==> src/rtl/mem_access_unit_pkg.sv <==
// Shared definitions for mem_access_unit: op encodings, FSM states and
// request-classification helpers.
package mem_access_unit_pkg;

  typedef enum logic [2:0] {
    OP_LW  = 3'd0,
    OP_LH  = 3'd1,
    OP_LHU = 3'd2,
    OP_LB  = 3'd3,
    OP_LBU = 3'd4,
    OP_SW  = 3'd5,
    OP_SH  = 3'd6,
    OP_SB  = 3'd7
  } op_e;

  typedef enum logic [1:0] {
    ST_IDLE,
    ST_ACCESS,
    ST_DONE
  } state_e;

  function automatic logic is_store(op_e op);
    return (op == OP_SW) || (op == OP_SH) || (op == OP_SB);
  endfunction

  // Low address bits that are legal for the access size; ANDing with this
  // mask forces an offending offset back to natural alignment.
  function automatic logic [1:0] lo_mask(op_e op);
    case (op)
      OP_LW, OP_SW:         return 2'b00;
      OP_LH, OP_LHU, OP_SH: return 2'b10;
      default:              return 2'b11;
    endcase
  endfunction

  function automatic logic is_misaligned(op_e op, logic [1:0] lo);
    return (lo & ~lo_mask(op)) != 2'b00;
  endfunction

endpackage

==> src/rtl/mem_access_unit_load_ext.sv <==
// load_ext: selects the addressed byte/halfword lane of a memory word and
// sign- or zero-extends it to 32 bits according to the load op.
module load_ext
  import mem_access_unit_pkg::*;
(
  input  op_e         op,
  input  logic [1:0]  byte_off,
  input  logic [31:0] rdata,
  output logic [31:0] data_out
);

  logic [7:0]  lane_b;
  logic [15:0] lane_h;

  always_comb begin
    case (byte_off)
      2'd0:    lane_b = rdata[7:0];
      2'd1:    lane_b = rdata[15:8];
      2'd2:    lane_b = rdata[23:16];
      default: lane_b = rdata[31:24];
    endcase
    lane_h = byte_off[1] ? rdata[31:16] : rdata[15:0];

    case (op)
      OP_LB:   data_out = {{24{lane_b[7]}}, lane_b};
      OP_LBU:  data_out = {24'h0, lane_b};
      OP_LH:   data_out = {{16{lane_h[15]}}, lane_h};
      OP_LHU:  data_out = {16'h0, lane_h};
      default: data_out = rdata;
    endcase
  end

endmodule

==> src/rtl/mem_access_unit.sv <==
// mem_access_unit: single-outstanding load/store unit with lane steering,
// load extension and ack timeout. Optional macro: MAU_MISALIGN_TRAP_EN.
module mem_access_unit
  import mem_access_unit_pkg::*;
#(
  parameter int unsigned TIMEOUT_CYCLES = 255
) (
  input  logic        clk,
  input  logic        rst,
  input  logic        req_valid,
  output logic        req_ready,
  input  logic [2:0]  req_op,
  input  logic [31:0] req_addr,
  input  logic [31:0] req_wdata,
  output logic        resp_valid,
  output logic [31:0] resp_rdata,
  output logic        addr_err,
  output logic        bus_err,
  output logic        busy,
  output logic        mem_en,
  output logic        mem_we,
  output logic [3:0]  mem_be,
  output logic [31:0] mem_addr,
  output logic [31:0] mem_wdata,
  input  logic        mem_ack,
  input  logic [31:0] mem_rdata
);

  state_e      state_q, state_d;
  op_e         op_q, op_d;
  logic [1:0]  off_q, off_d;
  logic [31:0] addr_q, addr_d;
  logic [31:0] wdata_q, wdata_d;
  logic [3:0]  be_q, be_d;
  logic        we_q, we_d;
  logic [31:0] wait_cnt_q, wait_cnt_d;
  logic [31:0] resp_rdata_q, resp_rdata_d;
  logic        addr_err_q, addr_err_d;
  logic        bus_err_q, bus_err_d;

  op_e         req_op_e;
  logic [1:0]  eff_off;
  logic [31:0] load_data;

  assign req_op_e = op_e'(req_op);
  assign eff_off  = req_addr[1:0] & lo_mask(req_op_e);

`ifdef MAU_MISALIGN_TRAP_EN
  logic req_misaligned;
  assign req_misaligned = is_misaligned(req_op_e, req_addr[1:0]);
`endif

  load_ext u_load_ext (
    .op       (op_q),
    .byte_off (off_q),
    .rdata    (mem_rdata),
    .data_out (load_data)
  );

  always_comb begin
    state_d      = state_q;
    op_d         = op_q;
    off_d        = off_q;
    addr_d       = addr_q;
    wdata_d      = wdata_q;
    be_d         = be_q;
    we_d         = we_q;
    wait_cnt_d   = wait_cnt_q;
    resp_rdata_d = resp_rdata_q;
    addr_err_d   = addr_err_q;
    bus_err_d    = bus_err_q;

    case (state_q)
      ST_IDLE: begin
        if (req_valid) begin
          op_d       = req_op_e;
          off_d      = eff_off;
          addr_d     = {req_addr[31:2], 2'b00};
          we_d       = is_store(req_op_e);
          wait_cnt_d = '0;
          case (req_op_e)
            OP_SB: begin
              be_d    = 4'b0001 << eff_off;
              wdata_d = {4{req_wdata[7:0]}};
            end
            OP_SH: begin
              be_d    = eff_off[1] ? 4'b1100 : 4'b0011;
              wdata_d = {2{req_wdata[15:0]}};
            end
            default: begin
              be_d    = '1;
              wdata_d = req_wdata;
            end
          endcase
          state_d = ST_ACCESS;
`ifdef MAU_MISALIGN_TRAP_EN
          if (req_misaligned) begin
            state_d      = ST_DONE;
            resp_rdata_d = '0;
            addr_err_d   = 1'b1;
            bus_err_d    = 1'b0;
          end
`endif
        end
      end
      ST_ACCESS: begin
        // Ack is tested before the timeout so an ack on the last allowed cycle wins.
        if (mem_ack) begin
          state_d      = ST_DONE;
          resp_rdata_d = we_q ? '0 : load_data;
          addr_err_d   = 1'b0;
          bus_err_d    = 1'b0;
        end else if (wait_cnt_q + 32'd1 >= TIMEOUT_CYCLES) begin
          state_d      = ST_DONE;
          resp_rdata_d = '0;
          addr_err_d   = 1'b0;
          bus_err_d    = 1'b1;
        end else begin
          wait_cnt_d = wait_cnt_q + 32'd1;
        end
      end
      ST_DONE: state_d = ST_IDLE;
      default: state_d = ST_IDLE;
    endcase
  end

  always_ff @(posedge clk) begin
    if (rst) begin
      state_q      <= ST_IDLE;
      op_q         <= OP_LW;
      off_q        <= '0;
      addr_q       <= '0;
      wdata_q      <= '0;
      be_q         <= '0;
      we_q         <= 1'b0;
      wait_cnt_q   <= '0;
      resp_rdata_q <= '0;
      addr_err_q   <= 1'b0;
      bus_err_q    <= 1'b0;
    end else begin
      state_q      <= state_d;
      op_q         <= op_d;
      off_q        <= off_d;
      addr_q       <= addr_d;
      wdata_q      <= wdata_d;
      be_q         <= be_d;
      we_q         <= we_d;
      wait_cnt_q   <= wait_cnt_d;
      resp_rdata_q <= resp_rdata_d;
      addr_err_q   <= addr_err_d;
      bus_err_q    <= bus_err_d;
    end
  end

  assign req_ready  = (state_q == ST_IDLE);
  assign busy       = (state_q != ST_IDLE);
  assign resp_valid = (state_q == ST_DONE);
  assign mem_en     = (state_q == ST_ACCESS);
  assign mem_we     = mem_en & we_q;
  assign mem_be     = mem_en ? be_q : '0;
  assign mem_addr   = addr_q;
  assign mem_wdata  = wdata_q;
  assign resp_rdata = resp_rdata_q;
  assign addr_err   = addr_err_q;
  assign bus_err    = bus_err_q;

endmodule
==> config.mk <==
export PLATFORM = sky130hd
export DESIGN_NAME = mem_access_unit
export DESIGN_NICKNAME = d
export VERILOG_FILES = /design/src/rtl/mem_access_unit_pkg.sv /design/src/rtl/mem_access_unit_load_ext.sv /design/src/rtl/mem_access_unit.sv
export SDC_FILE = /design/constraint.sdc
export NUM_CORES = 1
export LEC_CHECK = 0
export CORE_UTILIZATION = 50
export DETAILED_ROUTE_END_ITERATION = 12
export MAX_ROUTING_LAYER = met4
export PLACE_DENSITY = 0.93
export SKIP_CTS_REPAIR_TIMING = 1
export SLEW_MARGIN = 25
export SYNTH_ARGS = -nofsm -noshare
export SYNTH_HDL_FRONTEND = slang
export SYNTH_SLANG_ARGS = --single-unit
==> constraint.sdc <==
create_clock -name clk -period 4.5 [get_ports clk]
set_input_delay 0.45 -clock clk [delete_from_list [all_inputs] [get_ports clk]]
set_output_delay 0.45 -clock clk [all_outputs]
set_load 0.01 [all_outputs]
-- Word-level counts from Yosys, hierarchy flattened
Index checks and enable logic that the tools add are counted.
- bitwise gates (word level): 2
- reductions and logical operators: 14
- shift operators: 1
- add/subtract/negate cells: 1
- order comparisons: 1
- eq/ne operators: 17
- mux-type cells: 23
- operator list (cell ; count):
    32-bit 2-to-1 mux ; 6
    32-bit case mux with 2 select lines ; 2
    32-bit case mux with 4 select lines ; 1
    32-bit by 1-bit adder with 32-bit output, second input constant ; 1
    32-bit by 8-bit >= comparator with 1-bit output, second input constant ; 1
    8-bit case mux with 3 select lines ; 1
    16-bit 2-to-1 mux ; 1
    3-bit == test, second input constant ; 4
    3-bit by 2-bit == test with 1-bit output, second input constant ; 3
    4-bit 2-to-1 mux ; 2
    2-bit case mux with 2 select lines ; 2
    4-bit case mux with 2 select lines ; 1
    3-bit by 1-bit == test with 1-bit output, second input constant ; 2
    2-bit 2-to-1 mux ; 3
    2-bit inequality test, second input constant ; 3
    2-bit AND reduction ; 3
    2-bit nonzero test ; 3
    2-bit by 1-bit == test with 1-bit output, second input constant ; 2
    2-bit == test, second input constant ; 2
    2-bit logical NOT ; 2
    1-bit 2-to-1 mux ; 4
    4-bit AND reduction ; 1
    1-bit by 2-bit left shift with 4-bit output, first input constant ; 1
    3-bit logical NOT ; 1
    other kinds (6) ; 7
- output and inout bits: 107
- input port bits: 103
- logic and storage cells: 70
- bits in registers: 140

-- Logic depth before layout (Yosys ltp)
- word-level depth: 6
- depth in mapped cells: 11
- gate-level depth less buffers: 10

-- Cells and area by module
A second synthesis with hierarchy kept.
- cells, all modules: 849
- area total of the unflattened synthesis: 7074.3 um^2
- modules (own cells, without submodules) (module ; cells an instance ; seq. area each (um^2) ; area an instance (um^2) ; times used):
    mem_access_unit ; 669 ; 2782.7 ; 5763.0 ; 1
    load_ext ; 180 ; 0.0 ; 1311.3 ; 1

-- Worst setup path after synthesis
Ideal clock, no wire load.
- path kind: register to register
- start: register wait_cnt_q[1]
- end: register wait_cnt_q[22]
- path buffers: 1
- data required time: 4.385 ns
- stages on the path, launching flop included: 11
- clock period less this slack: 2.851 ns
- path slack: 1.649 ns
- data arrival time: 2.736 ns
- setup time: 0.115 ns
- cells stage by stage: dfxtp_1 ha_1 nand4_1 nor4_4 nand3_1 xnor2_1 or4_4 o41ai_2 a21oi_2 buf_6 and2_1
- longest elaborated chain between the ends: 4
- elaborated cells on any way between the ends: 7
- those cells by class: add/sub (1); order compare (1); eq/ne (1); mux (3); reduce/logical (1)
- ends and longest elaborated chain (what ; RTL line ; RTL):
    start, declared ; mem_access_unit.sv:36 ; logic [31:0] wait_cnt_q, wait_cnt_d;
    start signal, assigned ; mem_access_unit.sv:148 ; wait_cnt_q <= wait_cnt_d;
    32-bit by 1-bit adder with 32-bit output (*) ; mem_access_unit.sv:113, mem_access_unit.sv:119 ;
    32-bit by 8-bit >= comparator with 1-bit output / 32-bit 2-to-1 mux (equally long branches) ; mem_access_unit.sv:113 ; end else if (wait_cnt_q + 32'd1 >= TIMEOUT_CYCLES) begin
    2-bit inequality test (no line) / 32-bit 2-to-1 mux (equally long branches) ; - ;
    4-bit AND reduction (no line) / 32-bit case mux with 2 select lines (equally long branches) ; - ;
Every way passes the cells marked *; elsewhere a longest branch is shown, timed or not. The select of a mux whose other input is x is not followed.
A chain may end at the register's enable or synchronous reset.

-- Worst setup path in the final report
- start: register wait_cnt_q[1]
- end: register resp_rdata_q[22], in the netlist resp_rdata[22]
- longest elaborated chain between the ends: 4
- ends and longest elaborated chain (what ; RTL line ; RTL):
    32-bit by 1-bit adder with 32-bit output ; mem_access_unit.sv:113 ;
    32-bit by 8-bit >= comparator with 1-bit output ; mem_access_unit.sv:113 ;
    2-bit nonzero test (no line) ; - ;
    2-bit AND reduction (no line) ; - ;
    end signal, assigned ; mem_access_unit.sv:149 ; resp_rdata_q <= resp_rdata_d;
    end, declared ; mem_access_unit.sv:37 ; logic [31:0] resp_rdata_q, resp_rdata_d;
Every way passes these cells.

==> results.md <==
- Status: finished, final reports clean
- Final count of negative-setup-slack endpoints: 0
- Hold Path Depth: 2
- Min-Delay Endpoint: mem_addr[3]$_SDFFE_PP0P_
- Die X: ~120 um
- Reg2reg path depth: 9
- PwrDens: 362 nW/um2
- Finished Cell Area: around 9000 um2
- Dpl ws: about 0.97 ns
- Cell Area, Placed: around 8600 um2
- Fmax: between 200 and 300 MHz
- Starting Density: about half
- CTS sink cnt: around 140
- Io pins: 210
- Critical R2R Launch: wait_cnt_q[1]$_SDFFE_PP0P_
- Root Driver: clkbuf_16
- Largest net degree at the start of global routing: 77
- Critical path peak fanout: 33
- Vias in the first global route: 6252
- RSZ-0062 raised after global routing: no
- Overall global routing resource usage: 29.7%
- Hold Fails Final Rpt: 0
- Worst skew pair latency: 0.41 ns
- Reg-to-reg setup timing slack: 1.09 ns
- Core Region: 12700 um2
- # diodes: 0
- Clock share of power: 43.9%
- Clock skew: 0.00664 ns
- Initial antenna violation count: 0
- Nets: 1091
- P_sw: 0.000808 W
- Routed vias: roughly 6600
- LEAKAGE: 3.40 nW
- End-of-flow core utilization: 72.4%
- Worst path max stage delay: 0.57 ns
- Tmin final: 3.41 ns
- Cell at the slowest stage of the critical path: or4_4
- H-Tree Depth: 4
- Slew @ Worst Pin: 0.950 ns
- Proportion of layout cells with a drive suffix above 1: around 7.5%
- Critical path type: reg -> reg
- Setup crit end kind: flip-flop
- Sw Share: 24.3%
- Residual DRC: 0
- CTS max path bufs: 2
- TritonCTS clock tree: built
- Critical Path RT: 4.82 ns
- FF+latch count, synth: 139
- Final WL: 19.4 mm
- DP HPWL: 13.5 mm
- Sequential share of the synthesized area: 42.4%
- Post-synth EDFFs: 0
- Die Height: approximately 120 um
- Final setup margin: 1.09 ns
- Routability congestion estimate: 0.917
- Max-slew violation count: 0
- Hold path start: mem_addr[3]$_SDFFE_PP0P_
- Internal power: 0.00252 W
- Synthesized area: 6560 um2
- Post-synth ARST share: 0%
- Synth Flop Type: dfxtp_1
- Worst VDD drop: around 0.3 mV
- Via density per instance: 5.65
- Worst-path clk slew: 0.06 ns
- Routed length per placed instance: around 17 um
- Drt first pass iters: 5
- FF-to-FF End: resp_rdata[22]$_SDFFE_PP0P_
- First DRT Iteration DRCs: 762
- Cts bufs inserted: 17
- Total power: 0.00333 W
- Max Cap Viol: 0
- First-pass GRT wire length: 30.5 mm
- Combinational share of power: around 16%
- Crit-path cells: ha_1, nand4_1, nor4_4, nand3_1, xnor2_1, or4_4, nor3_4, o21ai_4, o21ai_0
- Avg Cell Area, Syn: 8.04 um2
- Hold Crit Class: reg -> reg
- Slew headroom: 36.7%
- YS warnings: 0
- Setup crit start kind: flip-flop
- Post-Syn Instances: 815
- Site row count: 41
- Fillers: 969
- Port Buffers: 206
- Tcrit/Tclk final: 75.8%
- Setup_tns: 0 ns
- Sequential share of power: 40.3%
- ANT nets after route: 0
- Distinct cells, synth: 66
- Total gr overflow: 0
- Die ar.: 13600 um2
- Area Overhead vs Synth: 40.4%
- Crit path DAT: 3.73 ns
==> kinds of logic after synthesis <==
group,after synthesis,share of synthesized area [%]
xor+xnor,13,1.74
fa+ha+maj,2,0.382
simple gates,314,23.6
compound gates,222,21.5
buf+inv,103,6.98
mux,21,3.23
other cells,1,0.0572
flops,139,42.4
==> routing by layer <==
metal  share of wire, %  track usage [%]  wire [um]  up-vias
met4                1.9             8.55        369        0
met1                 41             35.5       8000     3074
met3                9.5             10.0       1840       34
li1                   -                -          -     3206
met2                 47             47.3       9150      301
met5                  0                -          0        -
==> sequential cells by signal, indices dropped and copies added, names as in the netlist <==
name and flops:
bus_err 1, op_q 3, we_q 1, resp_rdata 32, state_q 2, off_q 2
be_q 4, mem_wdata 32, mem_addr 30, wait_cnt_q 32
==> synth_stat cells (all sizes together), types with 2 or more instances <==
master	count	area (um2)
nand2	155	582
dfxtp	139	2780
a21oi	63	319
o21ai	62	310
clkbuf	49	204
inv	42	158
nor2	42	158
and2	28	211
nand3	21	110
mux2i	20	200
a311oi	19	166
o211ai	18	135
nand4	14	93.8
nor3	13	76.3
buf	12	96.3
and3	10	63.8
o22ai	10	62.6
a211oi	8	60.1
nor4	8	80.1
xnor2	8	70.1
a22oi	6	45.0
a31o	6	52.6
a31oi	6	37.5
nor2b	6	37.5
a222oi	5	50.1
xor2	5	43.8
a221oi	3	26.3
a41oi	3	26.3
nand2b	3	18.8
nor3b	3	22.5
or4	3	26.3
a211o	2	20.0
a21o	2	15.0
and4	2	17.5
ha	2	25.0
nand3b	2	15.0
==> power by group through the flow <==
| stage | sequential (W) | clock [W] | combinational [W] |
|---|---|---|---|
| 6_report | 0.00134 | 0.00146 | 0.000523 |
| 3_5_place_dp | 0.00137 | 0 | 0.000514 |
| 3_3_place_gp | 0.00136 | 0 | 0.000506 |
| 4_1_cts | 0.00134 | 0.00148 | 0.000519 |
| 2_1_floorplan | 0.00138 | 0 | 0.000230 |
| 5_1_grt | 0.00135 | 0.00153 | 0.000567 |
==> stage by stage <==
step                instances  hold slack [ns]
floorplan                 817            0.449
global placement         1139            0.441
detailed placement       1139            0.448
CTS                      1170            0.455
global route             1170            0.471
finish                   1170            0.451
==> cell usage in the layout (no fill, tap or decap), drive strengths merged, types with 13 or more instances in the layout <==
cell type	netlist	final
mux2i	20	20
o211ai	18	18
nand4	14	14
nand2	155	155
inv	42	42
clkdlybuf4s50	0	204
clkbuf	49	23
a21oi	63	63
nor2	42	42
and2	28	28
dfxtp	139	139
nand3	21	21
o21ai	62	62
nor3	13	13
a311oi	19	19
==> final cells by class <==
cell class | count | area, um2 | area share, %
tap | 172 | 215 | 2.34
timing repair buffer | 211 | 2090 | 22.7
clock buffer | 23 | 478 | 5.19
multi-input combinational | 575 | 3340 | 36.3
clock inverter | 8 | 140 | 1.52
inverter | 42 | 158 | 1.71
sequential | 139 | 2780 | 30.2
==> how the worst max path moves through the flow <==
stage / endpoint / startpoint / depth (start not counted) / slack [ns]
floorplan: wait_cnt_q[22]$_SDFFE_PP0P_ / wait_cnt_q[1]$_SDFFE_PP0P_ / 10 / 1.65
global placement: resp_rdata[4]$_SDFFE_PP0P_ / wait_cnt_q[1]$_SDFFE_PP0P_ / 9 / 1.14
detailed placement: resp_rdata[11]$_SDFFE_PP0P_ / wait_cnt_q[1]$_SDFFE_PP0P_ / 9 / 0.97
CTS: resp_rdata[22]$_SDFFE_PP0P_ / wait_cnt_q[1]$_SDFFE_PP0P_ / 9 / 0.97
global route: resp_rdata[18]$_SDFFE_PP0P_ / wait_cnt_q[1]$_SDFFE_PP0P_ / 9 / 0.82
finish: resp_rdata[22]$_SDFFE_PP0P_ / wait_cnt_q[1]$_SDFFE_PP0P_ / 9 / 1.09
==> worst max-delay path: cells and delay by family, from the launching register on <==
family / cells / cell delay, ns
compound gates: 2 / 0.58
xor+xnor: 1 / 0.14
fa+ha+maj: 1 / 0.30
flops: 1 / 0.46
simple gates: 5 / 1.85
Note: power is estimated with default switching activity, not from simulation.
